### src/rtl/phase_sequencer.sv
// Multi-phase core controller: one-hot phase enables held PHASE_CYCLES clocks each,
// core reset/enable sequencing, halt/resume/restart handling and a counted flush pulse.
`timescale 1ns/1ps
module phase_sequencer #(
  parameter int unsigned NUM_PHASES   = 2,
  parameter int unsigned PHASE_CYCLES = 2,
  parameter int unsigned RESET_CYCLES = 1,
  parameter int unsigned FLUSH_CYCLES = 1,
  parameter int unsigned COUNT_W      = 16
) (
  input  logic                  internal_clock,
  input  logic                  reset_n,
  input  logic                  controller_enable,
  input  logic                  halted,
  input  logic                  resume,
  input  logic                  restart,
  input  logic                  flush_detected,
  output logic [NUM_PHASES-1:0] phase_en,
  output logic                  core_reset,
  output logic                  core_enable,
  output logic                  flush,
  output logic                  running,
  output logic                  halted_out,
  output logic                  rotation_done,
  output logic [COUNT_W-1:0]    rotation_count
);

  localparam int unsigned P_W = (NUM_PHASES   > 1) ? $clog2(NUM_PHASES)   : 1;
  localparam int unsigned C_W = (PHASE_CYCLES > 1) ? $clog2(PHASE_CYCLES) : 1;
  localparam int unsigned I_W = (RESET_CYCLES > 1) ? $clog2(RESET_CYCLES) : 1;
  localparam int unsigned F_W = (FLUSH_CYCLES > 1) ? $clog2(FLUSH_CYCLES) : 1;

  localparam logic [P_W-1:0] P_LAST = P_W'(NUM_PHASES - 1);
  localparam logic [C_W-1:0] C_LAST = C_W'(PHASE_CYCLES - 1);
  localparam logic [I_W-1:0] I_LAST = I_W'(RESET_CYCLES - 1);
  localparam logic [F_W-1:0] F_LAST = F_W'(FLUSH_CYCLES - 1);

  typedef enum logic [1:0] {ST_IDLE, ST_INIT, ST_RUN, ST_HALT} state_e;

  state_e                state_q, state_d;
  logic [P_W-1:0]        p_q, p_d;
  logic [C_W-1:0]        cyc_q, cyc_d;
  logic [I_W-1:0]        icnt_q, icnt_d;
  logic                  halt_pend_q, halt_pend_d;
  logic                  restart_q, restart_d;
  logic [COUNT_W-1:0]    count_q, count_d;
  logic                  rot_end_c;
  logic                  restart_c;

  logic [NUM_PHASES-1:0] phase_en_q, phase_en_d;
  logic                  core_reset_q, core_reset_d;
  logic                  core_enable_q, core_enable_d;
  logic                  running_q, running_d;
  logic                  halted_out_q, halted_out_d;
  logic                  rot_done_q, rot_done_d;
  logic                  flush_q, flush_d;
  logic [F_W-1:0]        fcnt_q, fcnt_d;
  logic                  fprev_q, fprev_d;
  logic                  frise_q, frise_d;

  // State register
  always_ff @(posedge internal_clock or negedge reset_n) begin
    if (!reset_n) begin
      state_q       <= ST_IDLE;
      p_q           <= '0;
      cyc_q         <= '0;
      icnt_q        <= '0;
      halt_pend_q   <= 1'b0;
      restart_q     <= 1'b0;
      count_q       <= '0;
      phase_en_q    <= '0;
      core_reset_q  <= 1'b0;
      core_enable_q <= 1'b0;
      running_q     <= 1'b0;
      halted_out_q  <= 1'b0;
      rot_done_q    <= 1'b0;
      flush_q       <= 1'b0;
      fcnt_q        <= '0;
      fprev_q       <= 1'b0;
      frise_q       <= 1'b0;
    end else begin
      state_q       <= state_d;
      p_q           <= p_d;
      cyc_q         <= cyc_d;
      icnt_q        <= icnt_d;
      halt_pend_q   <= halt_pend_d;
      restart_q     <= restart_d;
      count_q       <= count_d;
      phase_en_q    <= phase_en_d;
      core_reset_q  <= core_reset_d;
      core_enable_q <= core_enable_d;
      running_q     <= running_d;
      halted_out_q  <= halted_out_d;
      rot_done_q    <= rot_done_d;
      flush_q       <= flush_d;
      fcnt_q        <= fcnt_d;
      fprev_q       <= fprev_d;
      frise_q       <= frise_d;
    end
  end

  // Next-state: restart outranks everything; a disabled edge freezes all but the restart latch
  always_comb begin
    state_d     = state_q;
    p_d         = p_q;
    cyc_d       = cyc_q;
    icnt_d      = icnt_q;
    halt_pend_d = halt_pend_q;
    count_d     = count_q;
    rot_end_c   = 1'b0;
    restart_c   = restart | restart_q;
    restart_d   = (state_q != ST_IDLE) && restart_c && !controller_enable;
    if (state_q == ST_IDLE) begin
      if (controller_enable) begin
        state_d = ST_INIT;
        icnt_d  = '0;
      end
    end else if (controller_enable) begin
      if (restart_c) begin
        state_d     = ST_INIT;
        icnt_d      = '0;
        halt_pend_d = 1'b0;
      end else begin
        case (state_q)
          ST_INIT: begin
            if (icnt_q == I_LAST) begin
              state_d = ST_RUN;
              p_d     = '0;
              cyc_d   = '0;
            end else begin
              icnt_d = icnt_q + I_W'(1);
            end
          end
          ST_RUN: begin
            halt_pend_d = halt_pend_q | halted;
            if (cyc_q == C_LAST) begin
              cyc_d = '0;
              if (p_q == P_LAST) begin
                p_d       = '0;
                rot_end_c = 1'b1;
                count_d   = count_q + COUNT_W'(1);
                if (halt_pend_q | halted) begin
                  state_d     = ST_HALT;
                  halt_pend_d = 1'b0;
                end
              end else begin
                p_d = p_q + P_W'(1);
              end
            end else begin
              cyc_d = cyc_q + C_W'(1);
            end
          end
          ST_HALT: begin
            if (resume) begin
              state_d = ST_RUN;
              p_d     = '0;
              cyc_d   = '0;
            end
          end
          default: ;
        endcase
      end
    end
    if (state_d == ST_INIT) count_d = '0;
  end

  // Outputs from next state; flush pulse restarts on each registered rising edge
  always_comb begin
    phase_en_d = '0;
    if (state_d == ST_RUN && controller_enable) phase_en_d = NUM_PHASES'(1) << p_d;
    core_reset_d  = (state_d == ST_INIT);
    core_enable_d = (state_d != ST_IDLE);
    running_d     = (state_d == ST_RUN);
    halted_out_d  = (state_d == ST_HALT);
    rot_done_d    = rot_end_c;
    fprev_d       = flush_detected;
    frise_d       = flush_detected & ~fprev_q;
    flush_d       = flush_q;
    fcnt_d        = fcnt_q;
    if (frise_q) begin
      flush_d = 1'b1;
      fcnt_d  = F_LAST;
    end else if (flush_q) begin
      if (fcnt_q != '0) fcnt_d = fcnt_q - F_W'(1);
      else              flush_d = 1'b0;
    end
    if (state_d == ST_INIT) begin
      flush_d = 1'b0;
      fcnt_d  = '0;
      frise_d = 1'b0;
    end
  end

  assign phase_en       = phase_en_q;
  assign core_reset     = core_reset_q;
  assign core_enable    = core_enable_q;
  assign flush          = flush_q;
  assign running        = running_q;
  assign halted_out     = halted_out_q;
  assign rotation_done  = rot_done_q;
  assign rotation_count = count_q;

endmodule

### config.mk
export PLATFORM = sky130hd
export DESIGN_NAME = phase_sequencer
export DESIGN_NICKNAME = d
export VERILOG_FILES = /design/src/rtl/phase_sequencer.sv
export SDC_FILE = /design/constraint.sdc
export NUM_CORES = 1
export LEC_CHECK = 0
export ABC_CLOCK_PERIOD_IN_PS = 3000
export CAP_MARGIN = 15
export CORE_ASPECT_RATIO = 1.2
export CORE_MARGIN = 5
export CORE_UTILIZATION = 56
export CTS_BUF_LIST = sky130_fd_sc_hd__clkbuf_8
export DETAILED_ROUTE_END_ITERATION = 12
export PLACE_DENSITY = 0.86
export SLEW_MARGIN = 20
export SYNTH_ARGS = -nofsm -noshare
export SYNTH_HDL_FRONTEND = slang
export SYNTH_SLANG_ARGS = --single-unit
export TNS_END_PERCENT = 1
### constraint.sdc
create_clock -name internal_clock -period 3 [get_ports internal_clock]
set_input_delay 0.3 -clock internal_clock [delete_from_list [all_inputs] [get_ports internal_clock]]
set_output_delay 0.3 -clock internal_clock [all_outputs]
set_load 0.005 [all_outputs]
==> run metrics, run 1 <==
net count after synthesis approximately 160; PwrDens 523 mW/mm^2; # DRC 0; number of gates resized after cts 0; reg2reg start state_q[0]; Post-Route WL around 3100 um; Initial Util ~59%; worst skew pair latency ~0.29 ns; layout cell share with drive strength beyond 1 approximately 6.6%; crit path DAT ~2.5 ns; Final period util between 70% and 80%; DRT iter0 DRCs 56; Nets between 150 and 200; worst reg2reg path depth 4; drt pass-1 iters 4; maximum fanout along the worst path 12; RSZ-0062 raised after global routing false; vias in the first global route between 1,000 and 1,500; core footprint between 0.002 and 0.003 sq mm; CP peak stage delay 0.73 ns; switching share of power 28.0%; area of the multi-input gates 653 sq um; Worst VDD drop 0.000472 V; Leakage just under 0.8 nW; Final Hold Viols 0; Switch Pwr around 280 uW; Syn Std Cell Area 0.00150 sq mm; Vias 1,273; GRT Overall Usage between 10% and 20%; synth warn 0; drt via density 5.92; Max Cap Violations 0; Rows 20; DP Wirelength about 2200 um; die span in y 66.8 um; clock skew roughly 0.0047 ns; CTS tree yes; CTS clk-pin slew, worst paths about 0.060 ns; Final Max Tran Viols 0; Min-Delay Path Class in2async; CP Launch Type input port; fraction of the yosys area taken by sequential cells 53.2%; fill count 188; Max Freq 436 MHz; Seq pwr share about half; clk sinks 32; r2r setup slk between 0.8 and 0.9 ns; post-placement cell count about 210; Seq cells post-synth 32; slowest CP cell clkdlybuf4s50_1; WL/cell 14.6 um; number of setup buffers added after CTS 0; crit end category flip-flop; setup TNS 0 ns; CTS H-Tree Depth 2; register area 801 sq um; Mean Syn Cell Area 10.2 sq um; CTS root buf clkbuf_8; Final Non-Filler Cells 215; status complete, no violations; GPL Wtd Cong about 0.85; pin count of the biggest net entering global routing 33; # IOs 31; cells after synthesis ~150; reg2reg end rotation_count[15]; Worst-Margin Slew approximately 0.42 ns; WP data required ~3.2 ns; die area ~0.0038 sq mm; first-pass GRT wire length 5410 um; initial antenna violation count 0; clock tree buffer depth 2; Setup CP Type in2reg; final antenna-violating net count 0; min Tclk post-route roughly 2.3 ns; Gate power share between 10% and 20%; clock share of power between 30% and 40%; CP Cell Sequence clkdlybuf4s50_1 > nand4bb_4 > or4_4 > or4_1 > a21oi_1; I/O Buffers 30; antenna fix cells 0; hold_buf cts 0; Final setup viols 0; Netlist cell types 38; CTS Buf Count 5; Die X-Extent between 50 and 60 um; Int Pwr 721 uW; area delta synth->final 27.4%; Max-slew headroom 71.8%; final global-route overflow total 0
how the worst max path moves through the flow:
stage,start,to,slack (ns),cells past startpoint
finish,controller_enable,rotation_count[15],0.71,5
global route,controller_enable,rotation_count[13],0.60,5
CTS,controller_enable,rotation_count[15],0.73,5
detailed placement,controller_enable,rotation_count[15],0.43,5
global placement,controller_enable,rotation_count[15],0.49,5
floorplan,restart_q,rotation_count[15],1.04,5
final cells by class:
class | count | share of cell area (%)
sequential | 32 | 41.8
clock buffer | 6 | 4.31
clock inverter | 2 | 0.392
multi-input combinational | 106 | 34.1
tap | 33 | 2.16
timing repair buffer | 32 | 16.5
inverter | 4 | 0.784
worst max-delay path: cells and delay by family:
family                 cells  cell delay (ns)
AND/OR/NAND/NOR            3             1.32
buffers and inverters      1             0.73
AO/OA/AOI/OAI              1             0.15
metal layers:
metal  routed length, um  GRT usage [%]  share of wire, %
met2                1600           31.9                51
met5                   0              0                 0
met4                  83           11.9               2.6
met3                 189           6.20               6.0
met1                1270           20.7                40
power by group through the flow:
stage / Combinational [mW] / Clock, mW / Sequential, mW
final: 0.160 / 0.331 / 0.510
after global routing: 0.181 / 0.368 / 0.517
after CTS: 0.162 / 0.340 / 0.509
after detailed placement: 0.162 / 0 / 0.516
after global placement: 0.153 / 0 / 0.515
after floorplan: 0.107 / 0 / 0.502
synthesized netlist by cell type:
cell type / number / area (sq um)
dfrtp_1: 32 / 801
nand2_1: 13 / 48.8
a21oi_1: 12 / 60.1
nor2_1: 12 / 45.0
o21ai_0: 11 / 55.1
or3_1: 7 / 43.8
nand3_1: 6 / 30.0
nor3_1: 4 / 20.0
inv_1: 3 / 11.3
nand4_1: 3 / 18.8
o211ai_1: 3 / 22.5
or4_1: 3 / 22.5
xnor2_1: 3 / 26.3
xor2_1: 3 / 26.3
and2_1: 2 / 12.5
and3_1: 2 / 12.5
and4_1: 2 / 17.5
buf_6: 2 / 22.5
clkbuf_1: 2 / 7.51
ha_1: 2 / 25.0
o2bb2ai_1: 2 / 17.5
o31ai_1: 2 / 15.0
a21boi_0: 1 / 7.51
a22oi_1: 1 / 7.51
a32o_1: 1 / 10.0
and2b_1: 1 / 7.51
and3b_1: 1 / 8.76
and4bb_2: 1 / 12.5
buf_2: 1 / 5.00
clkinv_1: 1 / 3.75
nand3b_1: 1 / 7.51
nand4bb_4: 1 / 27.5
nor3b_1: 1 / 7.51
nor4_1: 1 / 6.26
o21a_1: 1 / 7.51
o22ai_1: 1 / 6.26
or2_2: 1 / 6.26
or4_4: 1 / 11.3
flip-flops by register name, indices dropped and copies added, names as in the netlist:
register and count:
p_q 1, core_reset 1, state_q 2, flush 1, phase_en 2, halt_pend_q 1, running 1, rotation_count 16
halted_out 1, cyc_q 1, restart_q 1, core_enable 1, rotation_done 1, fprev_q 1, frise_q 1
metrics by stage:
step | total power, mW | setup WS, ns | hold slack, ns | instance area, sq um | util, %
floorplan | 0.609 | 1.04 | 0.00441 | 1500 | -
global placement | 0.668 | 0.491 | 0.391 | 1830 | 71.5
detailed placement | 0.678 | 0.433 | 0.408 | 1830 | 71.5
CTS | 1.01 | 0.734 | 0.408 | 1920 | 75.0
global route | 1.07 | 0.605 | 0.426 | 1920 | 75.0
finish | 1.00 | 0.707 | 0.402 | 1920 | 75.0
cell families (layout without fill, tap and decap cells):
| logic type | count (synthesis) | after routing | synth area share, % |
|---|---|---|---|
| AND/OR/NAND/NOR | 63 | 63 | 24.4 |
| buffers and inverters | 9 | 44 | 3.33 |
| AO/OA/AOI/OAI | 35 | 35 | 13.9 |
| adder cells (fa/ha/maj) | 2 | 2 | 1.66 |
| flip-flops | 32 | 32 | 53.2 |
| XOR/XNOR | 6 | 6 | 3.49 |
cell usage in the layout, fill, tap and decap left out, types with 2 or more instances in the layout:
master,Yosys,layout
buf_4,0,2
or4_1,3,3
xnor2_1,3,3
inv_1,3,5
and3_1,2,2
clkdlybuf4s50_1,0,30
nand2_1,13,13
clkbuf_8,0,6
nor2_1,12,12
o211ai_1,3,3
a21oi_1,12,12
and2_1,2,2
and4_1,2,2
xor2_1,3,3
dfrtp_1,32,32
nand3_1,6,6
nor3_1,4,4
o21ai_0,11,11
nand4_1,3,3
o2bb2ai_1,2,2
o31ai_1,2,2
or3_1,7,7
ha_1,2,2
(Power assumes the default switching activity.)
==> run 2, diff against run 1 <==
--- a/config.mk
+++ b/config.mk
@@ -5,14 +5,14 @@
 export SDC_FILE = /design/constraint.sdc
 export NUM_CORES = 1
 export LEC_CHECK = 0
-export ABC_CLOCK_PERIOD_IN_PS = 3000
+export ABC_CLOCK_PERIOD_IN_PS = 2200
 export CAP_MARGIN = 15
 export CORE_ASPECT_RATIO = 1.2
 export CORE_MARGIN = 5
-export CORE_UTILIZATION = 56
+export CORE_UTILIZATION = 52
 export CTS_BUF_LIST = sky130_fd_sc_hd__clkbuf_8
 export DETAILED_ROUTE_END_ITERATION = 12
-export PLACE_DENSITY = 0.86
+export PLACE_DENSITY = 0.81
 export SLEW_MARGIN = 20
 export SYNTH_ARGS = -nofsm -noshare
 export SYNTH_HDL_FRONTEND = slang
==> constraint.sdc (replaced) <==
create_clock -name internal_clock -period 2.2 [get_ports internal_clock]
set_input_delay 0.22 -clock internal_clock [delete_from_list [all_inputs] [get_ports internal_clock]]
set_output_delay 0.22 -clock internal_clock [all_outputs]
set_load 0.005 [all_outputs]
==> run 2 against run 1 <==
Register-to-register slack worse by 0.70 ns. Final cell count grew 1.9%. Critical path depth fell by 1. Utilization is 5.6 points lower. Total power rose by 33%. Final area is 0.98% higher. Combinational power up 49%. Hold slack got worse by 0.063 ns. Clock-buffer cell count decreased by 1. Via count decreased by 1.9%. Critical path type is now reg2reg. Critical endpoint unchanged. Largest cell class unchanged.
==> run metrics, run 2 (same netlist as run 1, synthesis figures left out) <==
status complete, no violations; clk sinks 32; switching share of power between 20 and 30%; core footprint ~0.0028 sq mm; Min-Delay Path Class in2async; CTS tree yes; Final setup viols 0; hold slack 0.338 ns; Vias between 1,000 and 1,500; worst skew pair latency ~0.28 ns; GPL Wtd Cong 0.843; hold_buf cts 0; Final Util 69.5%; max reg flops 16; Worst VDD drop just under 0.0006 V; setup TNS 0 ns; Final Max Tran Viols 0; GRT Overall Usage 17.6%; Final Hold Viols 0; Leakage between 0.7 and 0.8 nW; antenna fix cells 0; drt pass-1 iters 4; Switch Pwr around 370 uW; reg2reg start cyc_q; number of gates resized after cts 0; r2r setup slk about 0.18 ns; reg2reg end rotation_count[15]; Setup CP Type reg2reg; Final period util 92.0%; CTS root buf clkbuf_8; crit end category flip-flop; Final Non-Filler Cells between 200 and 250; clock skew roughly 0.0040 ns; min Tclk post-route 2.02 ns; maximum fanout along the worst path 11; CTS Buf Count 5; DRT iter0 DRCs 38; die span in y about 69 um; Worst-Margin Slew ~0.41 ns; pin count of the biggest net entering global routing 33; Initial Util a little over half; WL/cell ~15 um; area delta synth->final 28.6%; layout cell share with drive strength beyond 1 8.65%; die area between 0.004 and 0.005 sq mm; initial antenna violation count 0; I/O Buffers 30; Int Pwr around 960 uW; crit path DAT between 2 and 2.5 ns; # DRC 0; first-pass GRT wire length around 5300 um; DP Wirelength about 2400 um; Nets approximately 190; clock tree buffer depth 2; drt via density 5.70; CP Launch Type flip-flop; final global-route overflow total 0; clock share of power a little under a third; total power draw 1.33 mW; fin area ~0.0019 sq mm; Placed Area between 0.0015 and 0.002 sq mm; number of setup buffers added after CTS 0; worst reg2reg path depth 4; Rows 21; Seq pwr share 51.8%; Max-slew headroom between 70 and 80%; commonest non-fill, non-tap cell in the layout dfrtp_1; final antenna-violating net count 0; final setup margin 0.177 ns; vias in the first global route ~1,200; RSZ-0062 raised after global routing false; Max Freq between 400 and 500 MHz; PwrDens ~690 mW/mm^2; commonest non-fill, non-tap cells in the layout dfrtp_1 (32), clkdlybuf4s50_1 (30), nand2_1 (13); CTS H-Tree Depth 2; CTS clk-pin slew, worst paths 0.06 ns; # IOs 31; WP data required around 2.4 ns; Die X-Extent around 59 um; dpl ws -0.00916 ns; Gate power share between 10% and 20%; post-placement cell count ~210; Post-Route WL about 3200 um; Max Cap Violations 0
[run 2: routing by layer]
layer  track usage (%)  up-vias  share of wire [%]
li1                  -      613                  -
met1              18.7      599                 41
met2              32.3       32                 52
met3              5.21        5                5.8
met4              7.37        0                1.6
met5                 0        -                  0
[run 2: power groups by stage]
stage / registers, mW / clock network [mW] / logic [mW]
3_5_place_dp: 0.698 / 0 / 0.238
4_1_cts: 0.687 / 0.419 / 0.240
2_1_floorplan: 0.684 / 0 / 0.146
6_report: 0.689 / 0.403 / 0.238
5_1_grt: 0.694 / 0.438 / 0.263
3_3_place_gp: 0.694 / 0 / 0.229
[run 2: worst max path at each step]
stage | cells past startpoint | endpoint | slack (ns) | startpoint
2_1_floorplan | 5 | rotation_count[15] | 0.24 | restart_q
3_3_place_gp | 5 | rotation_count[15] | 0.03 | controller_enable
3_5_place_dp | 5 | rotation_count[15] | -0.009 | controller_enable
4_1_cts | 4 | rotation_count[15] | 0.19 | cyc_q
5_1_grt | 4 | rotation_count[15] | 0.09 | cyc_q
6_report | 4 | rotation_count[15] | 0.18 | cyc_q
[run 2: layout make-up]
type                    count  area (sq um)
clock buffers               5          68.8
fillers                   218           851
flip-flops and latches     32           801
repair buffers             36           345
well taps                  34          42.5
clock inverters             2          8.76
multi-input cells         106           653
inverters                   4          15.0
[run 2: worst max-delay path, cell delays in order (launching register included)]
cell	delay [ns]
dfrtp_1	0.46
nand3b_1	0.21
or4_4	0.63
or4_1	0.49
a21oi_1	0.16
